$ cat src/rtl/bus_copy_master_if.sv
// Shared single-master bus between bus_copy_master and its slave/arbiter.
// m_req/m_grant handshake, word address, write strobe and both data directions.
interface bus_copy_master_if #(
  parameter int unsigned AW = 16,
  parameter int unsigned DW = 64
);
  logic          m_req;
  logic          m_grant;
  logic          m_wr;
  logic [AW-1:0] m_addr;
  logic [DW-1:0] m_dout;
  logic [DW-1:0] m_din;

  modport master (
    output m_req,
    output m_wr,
    output m_addr,
    output m_dout,
    input  m_grant,
    input  m_din
  );

  modport slave (
    input  m_req,
    input  m_wr,
    input  m_addr,
    input  m_dout,
    output m_grant,
    output m_din
  );
endinterface

$ cat src/rtl/bus_copy_master.sv
// bus_copy_master: copies len words from src_addr to dst_addr over the shared bus,
// reading bursts of up to BUF_DEPTH words into a local buffer and writing them back.
// Optional feature macro: COPY_CHECKSUM_EN -- when defined, chk_out XOR-accumulates
// every word written; otherwise chk_out is tied to zero.
module bus_copy_master #(
  parameter int unsigned BUF_DEPTH = 4,
  parameter int unsigned AW        = 16,
  parameter int unsigned DW        = 64
) (
  input  logic              clk,
  input  logic              reset,
  input  logic              start,
  input  logic [AW-1:0]     src_addr,
  input  logic [AW-1:0]     dst_addr,
  input  logic [AW-1:0]     len,
  output logic              busy,
  output logic              done,
  output logic [DW-1:0]     chk_out,
  bus_copy_master_if.master bus
);

  localparam int unsigned IW = (BUF_DEPTH > 1) ? $clog2(BUF_DEPTH) : 1;

  typedef enum logic [2:0] {
    StIdle,
    StReq,
    StRd,
    StRdDrain,
    StWr,
    StFin
  } state_e;

  state_e        state_q;
  logic [AW-1:0] src_q;
  logic [AW-1:0] dst_q;
  logic [AW-1:0] rem_q;
  logic [IW-1:0] idx_q;
  logic [IW-1:0] last_q;     // index of the final word of the current burst
  logic [IW-1:0] cap_idx_q;  // buffer slot for the read issued last cycle
  logic          rd_pend_q;  // a read was issued last cycle; its data is on m_din now
  logic          busy_q;
  logic          done_q;
  logic          req_q;
  logic          wr_q;
  logic [AW-1:0] addr_q;
  logic [DW-1:0] dout_q;
  logic [DW-1:0] buf_mem [BUF_DEPTH];

  logic          rd_issue;
  logic          wr_issue;
  logic          last_beat;
  logic [AW-1:0] burst_len;
  logic [AW-1:0] rem_next;
  logic [IW-1:0] wr_sel;
  logic [DW-1:0] wr_word;

  // Last buffer index for a burst covering min(BUF_DEPTH, remaining) words.
  function automatic logic [IW-1:0] burst_last(input logic [AW-1:0] remaining);
    if (remaining >= AW'(BUF_DEPTH)) begin
      return IW'(BUF_DEPTH - 1);
    end
    return IW'(remaining - AW'(1));
  endfunction

  assign rd_issue  = (state_q == StRd) && bus.m_grant;
  assign wr_issue  = (state_q == StWr) && bus.m_grant;
  assign last_beat = (idx_q == last_q);
  assign burst_len = AW'(last_q) + AW'(1);
  assign rem_next  = rem_q - burst_len;

  // Select the next write word; forward m_din when that slot is captured this cycle
  // (single-word bursts load m_dout on the same edge the only read lands).
  always_comb begin
    wr_sel  = (state_q == StWr) ? idx_q + IW'(1) : '0;
    wr_word = buf_mem[wr_sel];
    if (rd_pend_q && (cap_idx_q == wr_sel)) begin
      wr_word = bus.m_din;
    end
  end

  // Control FSM with registered bus and status outputs.
  always_ff @(posedge clk or posedge reset) begin
    if (reset) begin
      state_q   <= StIdle;
      src_q     <= '0;
      dst_q     <= '0;
      rem_q     <= '0;
      idx_q     <= '0;
      last_q    <= '0;
      cap_idx_q <= '0;
      rd_pend_q <= 1'b0;
      busy_q    <= 1'b0;
      done_q    <= 1'b0;
      req_q     <= 1'b0;
      wr_q      <= 1'b0;
      addr_q    <= '0;
      dout_q    <= '0;
    end else begin
      rd_pend_q <= 1'b0;
      done_q    <= 1'b0;
      unique case (state_q)
        StIdle: begin
          if (start) begin
            if (len != '0) begin
              src_q   <= src_addr;
              dst_q   <= dst_addr;
              rem_q   <= len;
              last_q  <= burst_last(len);
              idx_q   <= '0;
              busy_q  <= 1'b1;
              req_q   <= 1'b1;
              wr_q    <= 1'b0;
              addr_q  <= src_addr;
              state_q <= StReq;
            end else begin
              // Empty copy: report completion without touching the bus.
              done_q  <= 1'b1;
              state_q <= StFin;
            end
          end
        end
        StReq: begin
          if (bus.m_grant) begin
            state_q <= StRd;
          end
        end
        StRd: begin
          if (rd_issue) begin
            rd_pend_q <= 1'b1;
            cap_idx_q <= idx_q;
            if (last_beat) begin
              idx_q   <= '0;
              state_q <= StRdDrain;
            end else begin
              idx_q  <= idx_q + IW'(1);
              addr_q <= src_q + AW'(idx_q) + AW'(1);
            end
          end
        end
        StRdDrain: begin
          wr_q    <= 1'b1;
          addr_q  <= dst_q;
          dout_q  <= wr_word;
          state_q <= StWr;
        end
        StWr: begin
          if (wr_issue) begin
            if (last_beat) begin
              idx_q <= '0;
              wr_q  <= 1'b0;
              src_q <= src_q + burst_len;
              dst_q <= dst_q + burst_len;
              rem_q <= rem_next;
              if (rem_next == '0) begin
                req_q   <= 1'b0;
                busy_q  <= 1'b0;
                done_q  <= 1'b1;
                state_q <= StFin;
              end else begin
                // Keep the bus and go straight into the next read burst.
                last_q  <= burst_last(rem_next);
                addr_q  <= src_q + burst_len;
                state_q <= StRd;
              end
            end else begin
              idx_q  <= idx_q + IW'(1);
              addr_q <= dst_q + AW'(idx_q) + AW'(1);
              dout_q <= wr_word;
            end
          end
        end
        StFin: begin
          state_q <= StIdle;
        end
        default: begin
          state_q <= StIdle;
        end
      endcase
    end
  end

  // Burst buffer: capture read data one cycle after each issued read address.
  always_ff @(posedge clk) begin
    if (rd_pend_q) begin
      buf_mem[cap_idx_q] <= bus.m_din;
    end
  end

`ifdef COPY_CHECKSUM_EN
  logic [DW-1:0] chk_q;

  // Checksum: cleared on an accepted start, folds in every granted write word.
  always_ff @(posedge clk or posedge reset) begin
    if (reset) begin
      chk_q <= '0;
    end else if ((state_q == StIdle) && start) begin
      chk_q <= '0;
    end else if (wr_issue) begin
      chk_q <= chk_q ^ dout_q;
    end
  end

  assign chk_out = chk_q;
`else
  assign chk_out = '0;
`endif

  assign busy       = busy_q;
  assign done       = done_q;
  assign bus.m_req  = req_q;
  assign bus.m_wr   = wr_q;
  assign bus.m_addr = addr_q;
  assign bus.m_dout = dout_q;

endmodule

$ cat src/flat_wrapper.sv
// flat-port wrapper written by rule: the top's interface ports become plain ports
module bus_copy_master_flat 
#(
  parameter int unsigned BUF_DEPTH = 4,
  parameter int unsigned AW        = 16,
  parameter int unsigned DW        = 64
)
  (clk, reset, start, src_addr, dst_addr, len, busy, done, chk_out, bus_m_req, bus_m_wr, bus_m_addr, bus_m_dout, bus_m_grant, bus_m_din);
  bus_copy_master_if #(.AW(AW), .DW(DW)) bus_i ();
  input  logic clk;
  input  logic reset;
  input  logic start;
  input  logic [AW-1:0] src_addr;
  input  logic [AW-1:0] dst_addr;
  input  logic [AW-1:0] len;
  output logic busy;
  output logic done;
  output logic [DW-1:0] chk_out;
  output wire logic [$bits(bus_i.m_req)-1:0] bus_m_req;
  output wire logic [$bits(bus_i.m_wr)-1:0] bus_m_wr;
  output wire logic [$bits(bus_i.m_addr)-1:0] bus_m_addr;
  output wire logic [$bits(bus_i.m_dout)-1:0] bus_m_dout;
  input wire logic [$bits(bus_i.m_grant)-1:0] bus_m_grant;
  input wire logic [$bits(bus_i.m_din)-1:0] bus_m_din;
  assign bus_m_req = bus_i.m_req;
  assign bus_m_wr = bus_i.m_wr;
  assign bus_m_addr = bus_i.m_addr;
  assign bus_m_dout = bus_i.m_dout;
  assign bus_i.m_grant = bus_m_grant;
  assign bus_i.m_din = bus_m_din;
  bus_copy_master #(.BUF_DEPTH(BUF_DEPTH), .AW(AW), .DW(DW)) u_core (.clk(clk), .reset(reset), .start(start), .src_addr(src_addr), .dst_addr(dst_addr), .len(len), .busy(busy), .done(done), .chk_out(chk_out), .bus(bus_i));
endmodule
$ cat config.mk
export PLATFORM = sky130hd
export DESIGN_NAME = bus_copy_master_flat
export DESIGN_NICKNAME = d
export VERILOG_FILES = /design/src/rtl/bus_copy_master_if.sv /design/src/rtl/bus_copy_master.sv /design/src/flat_wrapper.sv
export SDC_FILE = /design/constraint.sdc
export NUM_CORES = 1
export LEC_CHECK = 0
export BUFFER_PORTS_ARGS = -buffer_cell sky130_fd_sc_hd__buf_4
export CORE_MARGIN = 2
export CORE_UTILIZATION = 50
export DETAILED_ROUTE_END_ITERATION = 16
export PLACE_DENSITY = 0.71
export SYNTH_ARGS = -nofsm -noshare
export SYNTH_HDL_FRONTEND = slang
export SYNTH_SLANG_ARGS = --single-unit
$ cat constraint.sdc
create_clock -name clk -period 14.8 [get_ports clk]
set_clock_uncertainty 0.15 [all_clocks]
set_input_delay 2.22 -clock clk [delete_from_list [all_inputs] [get_ports clk]]
set_output_delay 2.22 -clock clk [all_outputs]
set_load 0.005 [all_outputs]
==> impl_metrics.toml, run 1 <==
[critical_path]
crit_chain = "nor2_1 -> and2_2 -> buf_4 -> nand2_1 -> a21oi_4 -> buf_4 -> a21oi_1"
r2r_cells = 7
path_common_cell = "buf_4"
slowest_stage = "buf_4"
worstSetupStartpointType = "flop"
cp_slowest_stage_delay_ns = 0.90
timing.rr.start = "u_core.state_q[1]$_DFFE_PP0P_"
required_ns = 15.02
crit_path_end_kind = "flop"
crit_fanout = 96
timing.rr.end = "u_core.bus.m_dout[38]$_DFFE_PP0P_"
arrival_ns = 5.30
crit_type = "flop to flop"
r2r_setup_slack_ns = 9.72

[floorplanning]
start_util_pct = 50.8
core_mm2 = 0.0377
die-width_um = 200
die_y_um = 200
pin_count = 264
dieArea_mm2 = 0.0399
row_count = 71

[power]
vdd_drop_max_mv = 0.120
p_per_area_mw_per_mm2 = 196
p_sw_uw = 1560
switching_share_pct = 36.0
cellLeakagePower_uw = 0.00883
clockPowerShare_pct = 26.2
combinationalPowerShare_pct = 35.9
intPower_uw = 2780
power_frac_seq_pct = 37.9

[synth]
yosys_warnings = 0
synth_common_cells = "256 x edfxtp_1, 233 x nand2_1, 157 x a21oi_1, 141 x dfrtp_1, 139 x nor2_1"
synthArstFlopShare_pct = 35.5
yosys.area_share.xor_xnor_pct = 1.61
synthAdderAreaFrac_pct = 1.57
netlist_area_mm2 = 0.0191
yosys.area.top_type = "edfxtp_1"
synth-edff-count = 256
yosys-mux-area-fraction_pct = 4.61
synth_top_family_by_area = "compound AO/OA/AOI/OAI gates"
ys_seq_area_share_pct = 58.6
synth_compound_area_share_pct = 14.9
yosysTopAreaCellShare_pct = 40.2
synth_ff_type = "edfxtp_1"
synthCells = 1749
ys_seq_elements = 397
netlist_top_cells_area = "edfxtp_1 40%, dfrtp_1 18%, nand2_1 4.6%"
synth_area_per_cell_um2 = 10.9
synthSimpleGateAreaFrac_pct = 12.8
synth.most_common_cell = "edfxtp_1"
synth_cell_types = 77

[hold_path]
holdPathEnd = "u_core.bus.m_wr$_DFFE_PP0P_"
worstHoldPathCells = 2
hold_path.class = "flop to flop"
hold_start = "u_core.bus.m_wr$_DFFE_PP0P_"

[sta]
fmax_ghz = 0.197
setup_viol = 0
timing.slew.headroom_pct = 21.5
slew_violations = 0
timing.final.crit_share_pct = 34.3
rsz0062_at_grt = "no"
tightest_slew_ns = 1.18
setup_tns_ns = 0
fin_crit_ns = 5.08
hold_viol_final = 0

[grt]
gr-total-overflow = 0
grt_pass1_vias = 13547
grt_pass1_wl_um = 73800
grt_usage_pct = 23.8
grt_max_degree = 97
antenna_found_initial = 1

[clock_tree]
h-tree-depth = 2
post_cts_buffers = 0
cts_hold_buf = 0
clock-sinks = 397
clk_pin_slew_ns = 0.06
cts_resized = 0
cts_buffer_depth = 3
cts-root-buf = "clkbuf_16"
clk_latency_ns = 0.56
cts_tree = "built"
cts_buffers = 42

[status]
outcome = "completed"

[routing]
drtPass1Iterations = 5
routed_via_density = 5.71
routed-via-count = 13909
remaining_drc_errors = 0
wl_per_cell_um = 19.3
drt_iter0_drc = 1018
wirelength_um = 47100
drtAntennaViolNets = 0

[cells_and_area]
design_area_mm2 = 0.0222
drive_gt1_share_pct = 16.6
instances_no_fill = 2434
utilization_pct = 59.0
area_delta_synth_final_pct = 16.0
nets = 2026
nFillCells = 3101

[placement]
place_hpwl_um = 28400
dp.cells = 2356
place.gp.congestion = 0.907
place_area_mm2 = 0.0207
place.port_buffers = 199

[run]
max_cap_viol_count = 0
stage by stage:
stage / worst slack [ns] / hold slack, ns / power, uW
global placement: 9.83 / 0.316 / 3160
finish: 9.72 / 0.340 / 4350
CTS: 9.81 / 0.345 / 4370
floorplan: 8.65 / 0.306 / 2690
detailed placement: 9.77 / 0.324 / 3210
global route: 9.39 / 0.379 / 4630
how the worst max path moves through the flow:
stage	slack, ns	start	endpoint
after CTS	9.81	u_core.state_q[1]$_DFFE_PP0P_	u_core.bus.m_dout[38]$_DFFE_PP0P_
final	9.72	u_core.state_q[1]$_DFFE_PP0P_	u_core.bus.m_dout[38]$_DFFE_PP0P_
after floorplan	8.65	reset	u_core.bus.m_addr[0]$_DFFE_PP0P_
after detailed placement	9.77	len[9]	u_core.bus.m_addr[9]$_DFFE_PP0P_
after global placement	9.83	len[9]	u_core.bus.m_addr[11]$_DFFE_PP0P_
after global routing	9.39	u_core.state_q[1]$_DFFE_PP0P_	u_core.bus.m_dout[58]$_DFFE_PP0P_
routing by layer:
| metal | GRT usage (%) | routed length [um] | vias up |
|---|---|---|---|
| met2 | 37.9 | 21800 | 480 |
| met4 | 8.23 | 1370 | 0 |
| met1 | 32.8 | 20600 | 6797 |
| li1 | - | - | 6539 |
| met3 | 4.74 | 3290 | 93 |
| met5 | 0 | 0 | - |
critical path, delay by kind of cell (launching register included):
kind            cells  cell delay [ns]
compound gates      2             1.03
flops               1             0.55
buf+inv             2             1.53
simple gates        3             1.52
power by group through the flow:
stage | registers (uW) | logic (uW) | clock network, uW
after floorplan | 1580 | 1120 | 0
after global placement | 1650 | 1510 | 0
after detailed placement | 1660 | 1550 | 0
after CTS | 1640 | 1560 | 1160
after global routing | 1670 | 1750 | 1210
final | 1650 | 1560 | 1140
final cells by class:
cell class,instances,area [um^2],share of cell area (%)
sequential,397,11200,50.5
timing repair buffer,216,1620,7.30
antenna,1,2.50,0.0113
inverter,29,114,0.513
clock inverter,17,318,1.43
clock buffer,60,1200,5.40
multi-input combinational,1203,7100,32.0
tap,511,639,2.88
cells by family after synthesis:
family,Yosys count
flops,397
other cells,1
compound gates,465
xor+xnor,33
buf+inv,212
fa+ha+maj,21
simple gates,536
mux,84
placed cells by master, fill, tap and decap left out, drive strengths merged, types with 6 or more instances in the layout:
master / n
mux2: 13
nand3: 12
and2: 68
nor2b: 9
a21o: 7
inv: 30
dfrtp: 141
clkinv: 6
ha: 16
o22ai: 21
a31oi: 72
nor4: 17
o21ai: 82
xor2: 14
buf: 216
xnor2: 19
conb: 64
nor2: 139
clkbuf: 60
edfxtp: 256
mux2i: 71
a21oi: 157
nand4: 9
nand2: 233
nor3: 19
a211oi: 68
bufinv: 8
state kept, by name, indices dropped and copies added (netlist names), 3 cells and up:
| register | count |
|---|---|
| u_core.dst_q | 16 |
| u_core.bus.m_addr | 16 |
| u_core.bus.m_dout | 64 |
| u_core.state_q | 3 |
| u_core.src_q | 16 |
| u_core.rem_q | 16 |
| u_core.buf_mem | 256 |
No activity file was read; power rests on OpenSTA's default activity.
==> inputs of run 2 (changes only) <==
==> constraint.sdc (replaced) <==
create_clock -name clk -period 4.7 [get_ports clk]
set_clock_uncertainty 0.15 [all_clocks]
set_input_delay 0.705 -clock clk [delete_from_list [all_inputs] [get_ports clk]]
set_output_delay 0.705 -clock clk [all_outputs]
set_load 0.005 [all_outputs]
==> run 2 against run 1 <==
  * Global-route usage rose by 0.28 points
  * Sequential share of layout area decreased by 0.18 points
  * Wire length rose by 1.4%
  * Clock-buffer cell count did not move
  * Critical path depth rose by 4
  * Flip-flop and latch count is the same
  * Via count rose by 0.77%
  * Worst setup slack worse by 9.2 ns
  * Final area increased by 0.35%
  * Largest cell class unchanged
  * Largest power group unchanged
==> impl_metrics.toml, run 2 (synthesis gave the netlist of run 1 again) <==
[sta]
slew_violations = 0
fmax_ghz = 0.241
setup_viol = 0
hold_viol_final = 0
fin_crit_ns = 4.14
timing.slew.headroom_pct = 32.1
setup_tns_ns = 0
timing.final.crit_share_pct = 88.1
tightest_slew_ns = 1.02
rsz0062_at_grt = "no"

[floorplanning]
start_util_pct = 50.8
pin_count = 264
die_y_um = 200
core_mm2 = 0.0377
dieArea_mm2 = 0.0399
row_count = 71
die-width_um = 200

[grt]
grt_pass1_vias = 13369
grt_max_degree = 129
antenna_found_initial = 2
grt_pass1_wl_um = 74800
gr-total-overflow = 0
grt_usage_pct = 24.1

[hold_path]
hold_path.class = "input pin to flop"
worstHoldPathCells = 1

[critical_path]
crit_type = "flop to flop"
crit_fanout = 16
r2r_cells = 11
worstSetupStartpointType = "flop"
required_ns = 4.98
arrival_ns = 4.42
crit_chain = "ha_1 -> inv_1 -> fa_1 -> a211o_1 -> xnor2_1 -> nor4_1 -> o311ai_1 -> nor4b_4 -> a21o_1 -> buf_4 -> mux2_2"
cp_slowest_stage_delay_ns = 0.48
slowest_stage = "fa_1"
crit_path_end_kind = "flop"

[cells_and_area]
largest_register = "u_core.buf_mem"
ff_latch_area_mm2 = 0.0112
design_area_mm2 = 0.0223
nFillCells = 3019
layout_common_cells = "256 x edfxtp_1, 232 x nand2_1, 217 x buf_4"
area_delta_synth_final_pct = 16.4
largest_reg_flops = 256
nets = 2033
drive_gt1_share_pct = 17.0
layout_commonest_cell = "edfxtp_1"
multi_input_area_mm2 = 0.00711

[placement]
place_area_mm2 = 0.0208
place.gp.congestion = 0.910
place_hpwl_um = 29500
place.port_buffers = 199

[clock_tree]
cts_buffer_depth = 3
clk_latency_ns = 0.56
cts_tree = "built"
post_cts_buffers = 0
h-tree-depth = 2
cts_resized = 0
cts-root-buf = "clkbuf_16"
clock-sinks = 397
clk_pin_slew_ns = 0.06
cts_hold_buf = 0
cts_buffers = 42

[power]
intPower_uw = 8630
switching_share_pct = 36.6
p_sw_uw = 4990
power_frac_seq_pct = 38.0
p_per_area_mw_per_mm2 = 611
combinationalPowerShare_pct = 36.8
clockPowerShare_pct = 25.2
vdd_drop_max_mv = 0.411
fin_total_pwr_uw = 13600
cellLeakagePower_uw = 0.00886

[routing]
remaining_drc_errors = 0
routed_via_density = 5.74
wl_per_cell_um = 19.5
drtPass1Iterations = 7
drtAntennaViolNets = 0
drt_iter0_drc = 1042
routed-via-count = 14016
wirelength_um = 47700

[run]
max_cap_viol_count = 0

[status]
outcome = "completed"
run 2: cell count changes in the layout (fill, tap and decap cells not counted), sizes merged:
cell	change
bufinv	-4
diode	+2
clkinv	+3
buf	+7
clkinvlp	+1
run 2: final timing paths:
path	to	start	slack [ns]
max in group asynchronous	u_core.cap_idx_q[1]$_DFFE_PP0P_	reset	3.32
min in group asynchronous	u_core.bus.m_dout[22]$_DFFE_PP0P_	reset	0.22
max reg2reg	u_core.bus.m_addr[7]$_DFFE_PP0P_	u_core.last_q[0]$_DFFE_PP0P_	0.56
min reg2reg	u_core.bus.m_wr$_DFFE_PP0P_	u_core.bus.m_wr$_DFFE_PP0P_	0.34
min	u_core.buf_mem[1][13]$_DFFE_PP_	bus_m_din[13]	0.20
max	u_core.bus.m_addr[7]$_DFFE_PP0P_	u_core.last_q[0]$_DFFE_PP0P_	0.56
run 2: worst max-delay path, delay by kind of cell (launching register included):
family | cells | cell delay [ns]
xor+xnor | 1 | 0.16
buf+inv | 2 | 0.44
simple gates | 2 | 0.74
fa+ha+maj | 2 | 0.86
flops | 1 | 0.43
mux | 1 | 0.37
compound gates | 3 | 0.84
run 2: area by class of cell:
class                   instances  share of cell area (%)
well taps                     511                    2.87
flip-flops and latches        397                    50.3
multi-input cells            1203                    31.9
diodes                          3                  0.0337
clock inverters                17                    1.02
clock buffers                  60                    5.51
repair buffers                223                    7.85
inverters                      29                   0.511
run 2: through the flow:
stage	cells	util (%)	hold WS [ns]	setup WS, ns
after global routing	2442	59.2	0.177	0.337
after floorplan	1812	-	0.306	0.0638
after CTS	2440	59.2	0.173	0.582
final	2443	59.2	0.203	0.557
after global placement	2363	55.3	0.316	0.744
after detailed placement	2363	55.3	0.322	0.619
run 2: power groups by stage:
stage	clock, uW	sequential, uW	combinational [uW]
6_report	3440	5180	5010
5_1_grt	3640	5280	5580
4_1_cts	3500	5170	5010
3_5_place_dp	0	5220	4970
3_3_place_gp	0	5210	4870
2_1_floorplan	0	4950	3520
run 2: routing by layer:
layer / vias to the layer above / share of wire [%] / global-route usage, %
met4: 0 / 2.4 / 7.93
met1: 6918 / 44 / 33.6
li1: 6568 / - / -
met2: 453 / 48 / 38.5
met3: 77 / 5.9 / 4.24
met5: - / 0 / 0
